[src/rtl/ttl_pulse_pkg.sv]
// Shared types and constants for the TTL pulse transmitter.
package ttl_pulse_pkg;

  typedef enum logic [1:0] {
    IDLE = 2'd0,
    HIGH = 2'd1,
    LOW  = 2'd2,
    FIN  = 2'd3
  } tx_state_t;

  localparam int unsigned DEFAULT_GAP_CYCLES = 100;
  localparam int unsigned CLK_HZ             = 100_000_000;

  // Bits needed to hold (cycles - 1), never less than one.
  function automatic int unsigned load_width(input int unsigned cycles);
    return (cycles > 1) ? $clog2(cycles) : 1;
  endfunction

endpackage

[src/rtl/ttl_pulse_down_cnt.sv]
// Loadable down counter that stops at zero; zero flags the terminal count.
module ttl_pulse_down_cnt #(
  parameter int unsigned W = 8
) (
  input  logic         clk,
  input  logic         rst,
  input  logic         load,
  input  logic [W-1:0] load_val,
  input  logic         en,
  output logic         zero
);

  logic [W-1:0] cnt_q, cnt_d;

  always_comb begin
    cnt_d = cnt_q;
    if (load) begin
      cnt_d = load_val;
    end else if (en && (cnt_q != '0)) begin
      cnt_d = cnt_q - W'(1);
    end
  end

  always_ff @(posedge clk) begin
    if (rst) begin
      cnt_q <= '0;
    end else begin
      cnt_q <= cnt_d;
    end
  end

  assign zero = (cnt_q == '0);

endmodule

[src/rtl/ttl_pulse_tx.sv]
// TTL pulse-train transmitter: COUNT pulses of WIDTH high cycles, each followed by GAP_CYCLES low.
// Optional abort input enabled by defining TTL_PULSE_TX_ABORT_EN.
module ttl_pulse_tx
  import ttl_pulse_pkg::*;
#(
  parameter int unsigned CNT_W      = 32,
  parameter int unsigned REP_W      = 8,
  parameter int unsigned GAP_CYCLES = DEFAULT_GAP_CYCLES
) (
  input  logic             clk,
  input  logic             rst,
`ifdef TTL_PULSE_TX_ABORT_EN
  input  logic             abort,
`endif
  input  logic             cmd_valid,
  output logic             cmd_ready,
  input  logic [CNT_W-1:0] cmd_width,
  input  logic [REP_W-1:0] cmd_count,
  output logic             pulse_out,
  output logic             busy,
  output logic             done
);

  localparam int unsigned       GAP_W    = load_width(GAP_CYCLES);
  localparam logic [GAP_W-1:0]  GAP_LOAD = GAP_W'(GAP_CYCLES - 1);

  tx_state_t        state_q, state_d;
  logic [CNT_W-1:0] width_q, width_d;
  logic [REP_W-1:0] rem_q, rem_d;
  logic             pulse_q, pulse_d;

  logic             hi_load, hi_en, hi_zero;
  logic [CNT_W-1:0] hi_load_val;
  logic             lo_load, lo_en, lo_zero;
  logic             accept;
  logic             abort_req;
  logic             stop_now;

`ifdef TTL_PULSE_TX_ABORT_EN
  // Latches an abort seen during the train so the current gap ends in FIN.
  logic stop_q, stop_d;
  assign abort_req = abort;
  assign stop_now  = stop_q | abort;
`else
  assign abort_req = 1'b0;
  assign stop_now  = 1'b0;
`endif

  assign cmd_ready = (state_q == IDLE) && !rst;
  assign accept    = cmd_valid && cmd_ready;

  always_comb begin
    state_d     = state_q;
    width_d     = width_q;
    rem_d       = rem_q;
    hi_load     = 1'b0;
    hi_load_val = width_q - CNT_W'(1);
    hi_en       = 1'b0;
    lo_load     = 1'b0;
    lo_en       = 1'b0;
`ifdef TTL_PULSE_TX_ABORT_EN
    stop_d      = stop_q;
`endif

    unique case (state_q)
      IDLE: begin
        if (accept) begin
          width_d = cmd_width;
          rem_d   = cmd_count;
`ifdef TTL_PULSE_TX_ABORT_EN
          stop_d  = 1'b0;
`endif
          if ((cmd_width != '0) && (cmd_count != '0)) begin
            state_d     = HIGH;
            hi_load     = 1'b1;
            hi_load_val = cmd_width - CNT_W'(1);
          end else begin
            state_d = FIN;
          end
        end
      end
      HIGH: begin
        if (abort_req) begin
          state_d = LOW;
          lo_load = 1'b1;
`ifdef TTL_PULSE_TX_ABORT_EN
          stop_d  = 1'b1;
`endif
        end else if (hi_zero) begin
          state_d = LOW;
          lo_load = 1'b1;
          rem_d   = rem_q - REP_W'(1);
        end else begin
          hi_en = 1'b1;
        end
      end
      LOW: begin
`ifdef TTL_PULSE_TX_ABORT_EN
        if (abort_req) begin
          stop_d = 1'b1;
        end
`endif
        if (lo_zero) begin
          if ((rem_q == '0) || stop_now) begin
            state_d = FIN;
          end else begin
            state_d = HIGH;
            hi_load = 1'b1;
          end
        end else begin
          lo_en = 1'b1;
        end
      end
      FIN: begin
        state_d = IDLE;
      end
      default: begin
        state_d = IDLE;
      end
    endcase

    // Output is registered so the pin sees exactly the HIGH-state cycles.
    pulse_d = (state_d == HIGH);
  end

  always_ff @(posedge clk) begin
    if (rst) begin
      state_q <= IDLE;
      width_q <= '0;
      rem_q   <= '0;
      pulse_q <= 1'b0;
`ifdef TTL_PULSE_TX_ABORT_EN
      stop_q  <= 1'b0;
`endif
    end else begin
      state_q <= state_d;
      width_q <= width_d;
      rem_q   <= rem_d;
      pulse_q <= pulse_d;
`ifdef TTL_PULSE_TX_ABORT_EN
      stop_q  <= stop_d;
`endif
    end
  end

  ttl_pulse_down_cnt #(
    .W (CNT_W)
  ) u_hi_cnt (
    .clk      (clk),
    .rst      (rst),
    .load     (hi_load),
    .load_val (hi_load_val),
    .en       (hi_en),
    .zero     (hi_zero)
  );

  ttl_pulse_down_cnt #(
    .W (GAP_W)
  ) u_lo_cnt (
    .clk      (clk),
    .rst      (rst),
    .load     (lo_load),
    .load_val (GAP_LOAD),
    .en       (lo_en),
    .zero     (lo_zero)
  );

  assign pulse_out = pulse_q;
  assign busy      = (state_q == HIGH) || (state_q == LOW) || (state_q == FIN);
  assign done      = (state_q == FIN);

endmodule
[config.mk]
export PLATFORM = sky130hd
export DESIGN_NAME = ttl_pulse_tx
export DESIGN_NICKNAME = d
export VERILOG_FILES = /design/src/rtl/ttl_pulse_pkg.sv /design/src/rtl/ttl_pulse_down_cnt.sv /design/src/rtl/ttl_pulse_tx.sv
export SDC_FILE = /design/constraint.sdc
export NUM_CORES = 1
export LEC_CHECK = 0
export ABC_AREA = 1
export CORE_MARGIN = 5
export CORE_UTILIZATION = 55
export CTS_CLUSTER_DIAMETER = 200
export CTS_CLUSTER_SIZE = 20
export DETAILED_ROUTE_END_ITERATION = 7
export PLACE_DENSITY_LB_ADDON = 0.1
export SLEW_MARGIN = 40
export SYNTH_ARGS = -nofsm -noshare
export SYNTH_HDL_FRONTEND = slang
export SYNTH_HIERARCHICAL = 1
export SYNTH_SLANG_ARGS = --single-unit
[constraint.sdc]
create_clock -name clk -period 3.66 [get_ports clk]
set_input_delay 0.732 -clock clk [delete_from_list [all_inputs] [get_ports clk]]
set_output_delay 0.732 -clock clk [all_outputs]
set_load 0.005 [all_outputs]
### Yosys cells after proc, flatten, opt, wreduce, memory -nomap -nowiden

Index checks and enable logic that the tools add are counted.
W data, S select, Z words.

* flip-flop bits (word level): 82
* input port bits: 43
* output and inout port bits: 4
* word-level logic and storage cells: 67

* add/sub/neg operators: 5
* equal/unequal tests: 6
* mux-type cells: 27
* reduce and logical (&&, ||, !) cells: 22

Operators with widths (count)
* $mux W32: 5
* $sub A32 B1 Y32 const B: 3
* $reduce_bool A32 Y1: 2
* $logic_not A32 Y1: 1
* $mux W8: 2
* $pmux W8 S2: 1
* $mux W7: 2
* $mux W1: 10
* $mux W2: 5
* $logic_not A8 Y1: 1
* $pmux W2 S4: 1
* $reduce_bool A8 Y1: 1
* $sub A8 B1 Y8 const B: 1
* $logic_not A7 Y1: 1
* $reduce_bool A7 Y1: 1
* $sub A7 B1 Y7 const B: 1
* $reduce_bool A2 Y1: 3
* $logic_and A1 B1 Y1: 5
* $eq A2 B1 Y1 const B: 2
* $eq A2 B2 Y1 const B: 2
* $ne A2 B2 Y1 const B: 2
* $reduce_and A3 Y1: 1
* $logic_not A2 Y1: 1
* $logic_or A1 B1 Y1: 2
* other kinds (4): 4

### Logic depth before layout (Yosys ltp)

* depth in word-level cells: 6
* depth in mapped cells: 17

### Hierarchy

Netlist, hierarchy kept.

Modules (own cells, without submodules)
* ttl_pulse_tx: instances 1, cells an instance 652, area an instance 3767.4 um^2
* ttl_pulse_down_cnt (u_hi_cnt): instances 1, cells an instance 403, area an instance 2434.8 um^2
* ttl_pulse_down_cnt (u_lo_cnt): instances 1, cells an instance 92, area an instance 530.5 um^2

### Least setup slack after synthesis

No wires, ideal clock.

* path type: in2reg
* from: in cmd_width[0]
* to: reg u_hi_cnt.cnt_q[28]
* arrival time: 2.625 ns
* path slack: 0.964 ns
* stages on the path: 17
* cell sequence: inv_1 > ha_1 > nand2_1 > nor2_1 > nand2_2 > nor2_4 > nor2_4 > nand2_4 > buf_6 > o21ai_0 > clkbuf_1 > inv_1 > clkbuf_1 > nand3_1 > nand2_1 > inv_1 > a21oi_1

* longest elaborated chain between the ends: 6

RTL lines
* from (decl): line ttl_pulse_tx.sv:17 `input logic [CNT_W-1:0] cmd_width,`
* $reduce_bool A32 Y1 (*): line ttl_pulse_tx.sv:73 `if ((cmd_width != '0) && (cmd_count != '0)) begin`
* $logic_and A1 B1 Y1 (*): line ttl_pulse_tx.sv:73
* $mux W1 (*): line ttl_pulse_tx.sv:73
* $mux W1 (*): line ttl_pulse_tx.sv:67 `if (accept) begin`
* $pmux W1 S2 (*): line ttl_pulse_tx.sv:65 `unique case (state_q)`
* net hi_load: line ttl_pulse_tx.sv:32 `logic hi_load, hi_en, hi_zero;`
* $mux W32 or $reduce_bool A2 Y1 (tied branches)
* to (signal assigned): line ttl_pulse_down_cnt.sv:28 `cnt_q <= cnt_d;`
* to (decl): line ttl_pulse_down_cnt.sv:13 `logic [W-1:0] cnt_q, cnt_d;`

Mark *: on every way through the listed nets, which the timed path passes. The rest lies on a longest branch.
A chain may end at the register's enable or synchronous reset.

### Worst setup path after layout

* from: in cmd_width[0]
* to: reg u_hi_cnt.cnt_q[10]

The elaborated chain is that of the path after synthesis.

==> reports/metrics.sh <==
CORE.ROWCOUNT=40
VDD_DROP_MAX_V=0.000229
SYNTH_ADDER_AREA_SHARE=0.0112
MAX_STAGE_DELAY_PS=450
NUMCTSBUFFERS=9
SYNTH_EDF_COUNT=0
CLOCK_SINKS=82
SETUP.WORST_PATH.START='cmd_width[0]'
HTREE_NUM_LEVELS=3
LAYOUT_MIN_CYCLE_TIME_PS=3030
SYNTHESIS.INSTANCES=1147
TRITONCTS='yes'
YOSYS.AREA_SHARE.XOR_XNOR=0.0807
SEQ_POWER_SHARE=0.347
FINALHOLDVIOLCOUNT=0
ROUTED_WIRELENGTH_UM=18800
FP.DIEW_UM=121
WORSTHOLDENDPOINT='u_hi_cnt/cnt_q[0]'
PORTBUFFERS=46
GP_ROUTABILITY_CONGESTION=0.976
CRITICAL_PATH.MAX_FANOUT=20
MULTIPLEXER_SHARE_OF_THE_SYNTHESIZED_AREA=0
REMAINING_DRC_ERRORS=0
POWER_mW=3.07
SWITCHING_POWER_mW=1.18
COMMONEST_CELLS_AFTER_ROUTING_FILL_AND_TAPS_ASIDE='sky130_fd_sc_hd__nor2_1, sky130_fd_sc_hd__nand2_1, sky130_fd_sc_hd__inv_1'
TIMING.REG2REG.SETUP_SLACK_PS=820
TIMING.CRITICAL_PATH.SLOWEST_STAGE_CELL='sky130_fd_sc_hd__clkdlybuf4s50_1'
YOSYSWARNINGCOUNT=6
PATH_DEPTH=14
DRV.MAX_CAP_VIOLATION_COUNT=0
NUM_VIAS=7052
SYNTH_TOP_FLOP_CELL='sky130_fd_sc_hd__dfxtp_1'
POWER_DENSITY_mW_PER_MM2=404
DP_HPWL_UM=14700
CTS_RESIZED=0
ANTENNA_FOUND_INITIAL=0
N_FILL_CELL=1197
SETUP_TNS_PS=0
CRITPATHLAUNCHTYPE='primary input'
CRIT_CHAIN='clkdlybuf4s50_1 -> inv_1 -> ha_1 -> nand2_1 -> nor2_1 -> nand2_2 -> nor2_4 -> nor2_4 -> nand2_4 -> o21ai_1 -> inv_1 -> nand2_2 -> nor2_1 -> nor3_2'
INITIALDRTVIOLATIONCOUNT=651
CLOCK_SKEW_PS=8.00
CRITPATHBUFINV=3
CLOCK.FMAX_GHz=0.331
SETUP_VIOLATING_ENDPOINT_COUNT_IN_THE_FINAL_REPORT=0
CTSROOTBUFFERMASTER='sky130_fd_sc_hd__clkbuf_16'
INTERNAL_POWER_mW=1.89
TIMING.RR.END='u_hi_cnt/cnt_q[10]'
HOLD_BUFFERS=0
PATH_DELAY_FAMILY='simple AND/OR/NAND/NOR gates'
R2R_START='u_hi_cnt/cnt_q[0]'
FLOORPLAN.INITIALDENSITY=0.561
POST_SYNTH.CELL_AREA_AVG_UM2=5.87
LAYOUT.NETS=1236
SYNTH_ASYNC_SR_FLOP_SHARE=0
RSZ0062_AT_GRT='false'
CORE-AREA_MM2=0.0120
FP.DIEH_UM=121
DRT_PRE_ANTENNA_ITERS=6
WORST-SETUP-PATH-TYPE='primary input to flop'
RUN_STATUS='complete, no violations'
FINAL_MIN_PERIOD_OVER_CLOCK_PERIOD=0.827
DRT-VIAS-PER-INSTANCE=5.27
CTS_SETUP_BUFFERS=0
SYN_AREA_MM2=0.00673
YOSYS.AREA_SHARE.SIMPLE=0.468
DIODES=0
ANTENNA_VIOLATING_NETS_POST_ROUTE=0
WORST_EP_ARRIVAL_TIME_PS=3260
COMBINATIONAL_FAMILY_WITH_THE_MOST_AREA_AFTER_SYNTHESIS='simple AND/OR/NAND/NOR gates'
SLEW_VIOL_FINAL=0
DETAIL_ROUTE.WL_PER_CELL_UM=14.0
SWSHARE=0.384
GRT_START_MAX_NET_PINS=59
MIN-DELAY-PATH-CLASS='flop to flop'
SETUP.WORST_PATH.END_CLASS='flop'
POWER.SHARE.COMBINATIONAL=0.353
HOLDWS_PS=467
YOSYS.AREA.TOP_TYPE_SHARE=0.244
TIMING.REG2REG.WORST_PATH_DEPTH=13
GRT_OVERFLOW_TOTAL=0
POWER.STATIC_LEAKAGE_nW=3.48
CP.REQUIRED_PS=3890
YS_SEQ_AREA_FRAC=0.244
VIA_COUNT_OF_THE_FIRST_GLOBAL_ROUTING_PASS=6406
SEQ_AREA_MM2=0.00164
IO_PINS=47
TIMING.MAX_SLEW.REL_SLACK=0.525
NUMBER_OF_FLIP_FLOPS_AND_LATCHES_IN_THE_SYNTHESIZED_NETLIST=82
CLK_PIN_SLEW_WORST_PATHS_PS=70
AREA_OF_THE_DIE_MM2=0.0146
CLKLATENCYLATEPIN_PS=350
WHS_PATH_DEPTH=2
BEGINNING_OF_THE_WORST_HOLD_PATH='u_hi_cnt/cnt_q[0]'
WORST-SLEW-PIN-TRANSITION_PS=707
GLOBAL_ROUTE.USAGE.TOTAL=0.267
YS_TYPES=41
MULTIINPUTGATEAREA_MM2=0.00450
CTSLONGESTPATHBUFFERS=2
MOST_COMMON_CELL_AFTER_LAYOUT_FILL_AND_TAPS_ASIDE='sky130_fd_sc_hd__nor2_1'
LEADING_AREA_CONTRIBUTOR_AFTER_SYNTHESIS='sky130_fd_sc_hd__dfxtp_1'
P_CLK_FRAC=0.300
COMPOUND_GATE_FRACTION_OF_SYNTH_AREA=0.104
SYNTHTOPCELLSBYAREA='sky130_fd_sc_hd__dfxtp_1, sky130_fd_sc_hd__nor2_1, sky130_fd_sc_hd__nand2_1, sky130_fd_sc_hd__nand3_1, sky130_fd_sc_hd__inv_1'
DRIVE_ABOVE_1_SHARE=0.0747
AREA_GROWTH_SYN_TO_LAYOUT_PCT=12.6
GRT_PASS1_WL_UM=31200
==> power groups by stage <==
stage	sequential, mW	combinational [mW]	clock (mW)
after floorplan	1.06	0.818	0
after global placement	1.08	1.05	0
after detailed placement	1.08	1.06	0
after CTS	1.06	1.07	0.937
after global routing	1.07	1.22	0.974
final	1.06	1.08	0.920
==> worst max-delay path by stage <==
stage                    endpoint  slack, ps
2_1_floorplan  u_hi_cnt/cnt_q[28]        960
3_3_place_gp    u_hi_cnt/cnt_q[9]        410
3_5_place_dp   u_hi_cnt/cnt_q[11]        340
4_1_cts        u_hi_cnt/cnt_q[11]        700
5_1_grt        u_hi_cnt/cnt_q[12]        470
6_report       u_hi_cnt/cnt_q[10]        630
==> worst register-to-register path, stage by stage (launching register included) <==
cell                      delay, ps
sky130_fd_sc_hd__dfxtp_1        310
sky130_fd_sc_hd__inv_1          100
sky130_fd_sc_hd__ha_1           360
sky130_fd_sc_hd__nand2_4        120
sky130_fd_sc_hd__nor2_8         180
sky130_fd_sc_hd__nand2_1        100
sky130_fd_sc_hd__nor3_1         130
sky130_fd_sc_hd__nand2_1         70
sky130_fd_sc_hd__nor2_1         240
sky130_fd_sc_hd__nor2_1         200
sky130_fd_sc_hd__o21ai_4        210
sky130_fd_sc_hd__nand2_2        370
sky130_fd_sc_hd__nor2_1         250
sky130_fd_sc_hd__nor3_2          60
==> kinds of logic after synthesis <==
family	after synthesis
other cells	2
flops	82
compound gates	129
simple gates	722
fa+ha+maj	6
buf+inv	144
xor+xnor	62
==> cell usage after synthesis, types with 6 or more instances <==
library cell               instances
sky130_fd_sc_hd__nand2_2           8
sky130_fd_sc_hd__dfxtp_1          82
sky130_fd_sc_hd__buf_2             7
sky130_fd_sc_hd__nand2_1         264
sky130_fd_sc_hd__nand4_1          17
sky130_fd_sc_hd__xnor2_1          19
sky130_fd_sc_hd__nor2_4            6
sky130_fd_sc_hd__clkbuf_1         15
sky130_fd_sc_hd__ha_1              6
sky130_fd_sc_hd__o21ai_1          15
sky130_fd_sc_hd__nor3_2           13
sky130_fd_sc_hd__a21oi_1          27
sky130_fd_sc_hd__buf_6             7
sky130_fd_sc_hd__nor2_2           10
sky130_fd_sc_hd__o21ai_0          70
sky130_fd_sc_hd__nand3_1          91
sky130_fd_sc_hd__inv_1           104
sky130_fd_sc_hd__nor2_1          289
sky130_fd_sc_hd__nor3_1            6
sky130_fd_sc_hd__inv_2             7
sky130_fd_sc_hd__xor2_1           43
sky130_fd_sc_hd__nand2_4           6
==> area by class of cell <==
cell class,instances,area share
Clock buffer,10,0.0302
Multi-Input combinational cell,926,0.594
Sequential cell,82,0.217
Inverter,112,0.0561
Tap cell,147,0.0243
Clock inverter,6,0.00875
Timing Repair Buffer,56,0.0706
==> through the flow <==
stage / setup slack, ps / instance area (um2) / cells / util
floorplan: 964 / 6750 / 1152 / -
global placement: 406 / 7290 / 1323 / 0.607
CTS: 695 / 7580 / 1339 / 0.631
detailed placement: 336 / 7290 / 1323 / 0.607
finish: 634 / 7580 / 1339 / 0.631
global route: 470 / 7580 / 1339 / 0.631
==> sequential cells by signal (all words and copies together) (netlist names) <==
register and cells:
u_lo_cnt/cnt_q 7, rem_q 8, width_q 32, u_hi_cnt/cnt_q 32
state_q 2, pulse_out 1
==> per-layer routing <==
| metal | part of all wire | up-vias | GRT usage |
|---|---|---|---|
| met5 | 0 | - | 0 |
| met4 | 0.027 | 0 | 0.106 |
| met3 | 0.057 | 36 | 0.0449 |
| met2 | 0.43 | 219 | 0.403 |
| met1 | 0.49 | 3102 | 0.377 |
| li1 | - | 3695 | - |
(Power assumes the default switching activity.)
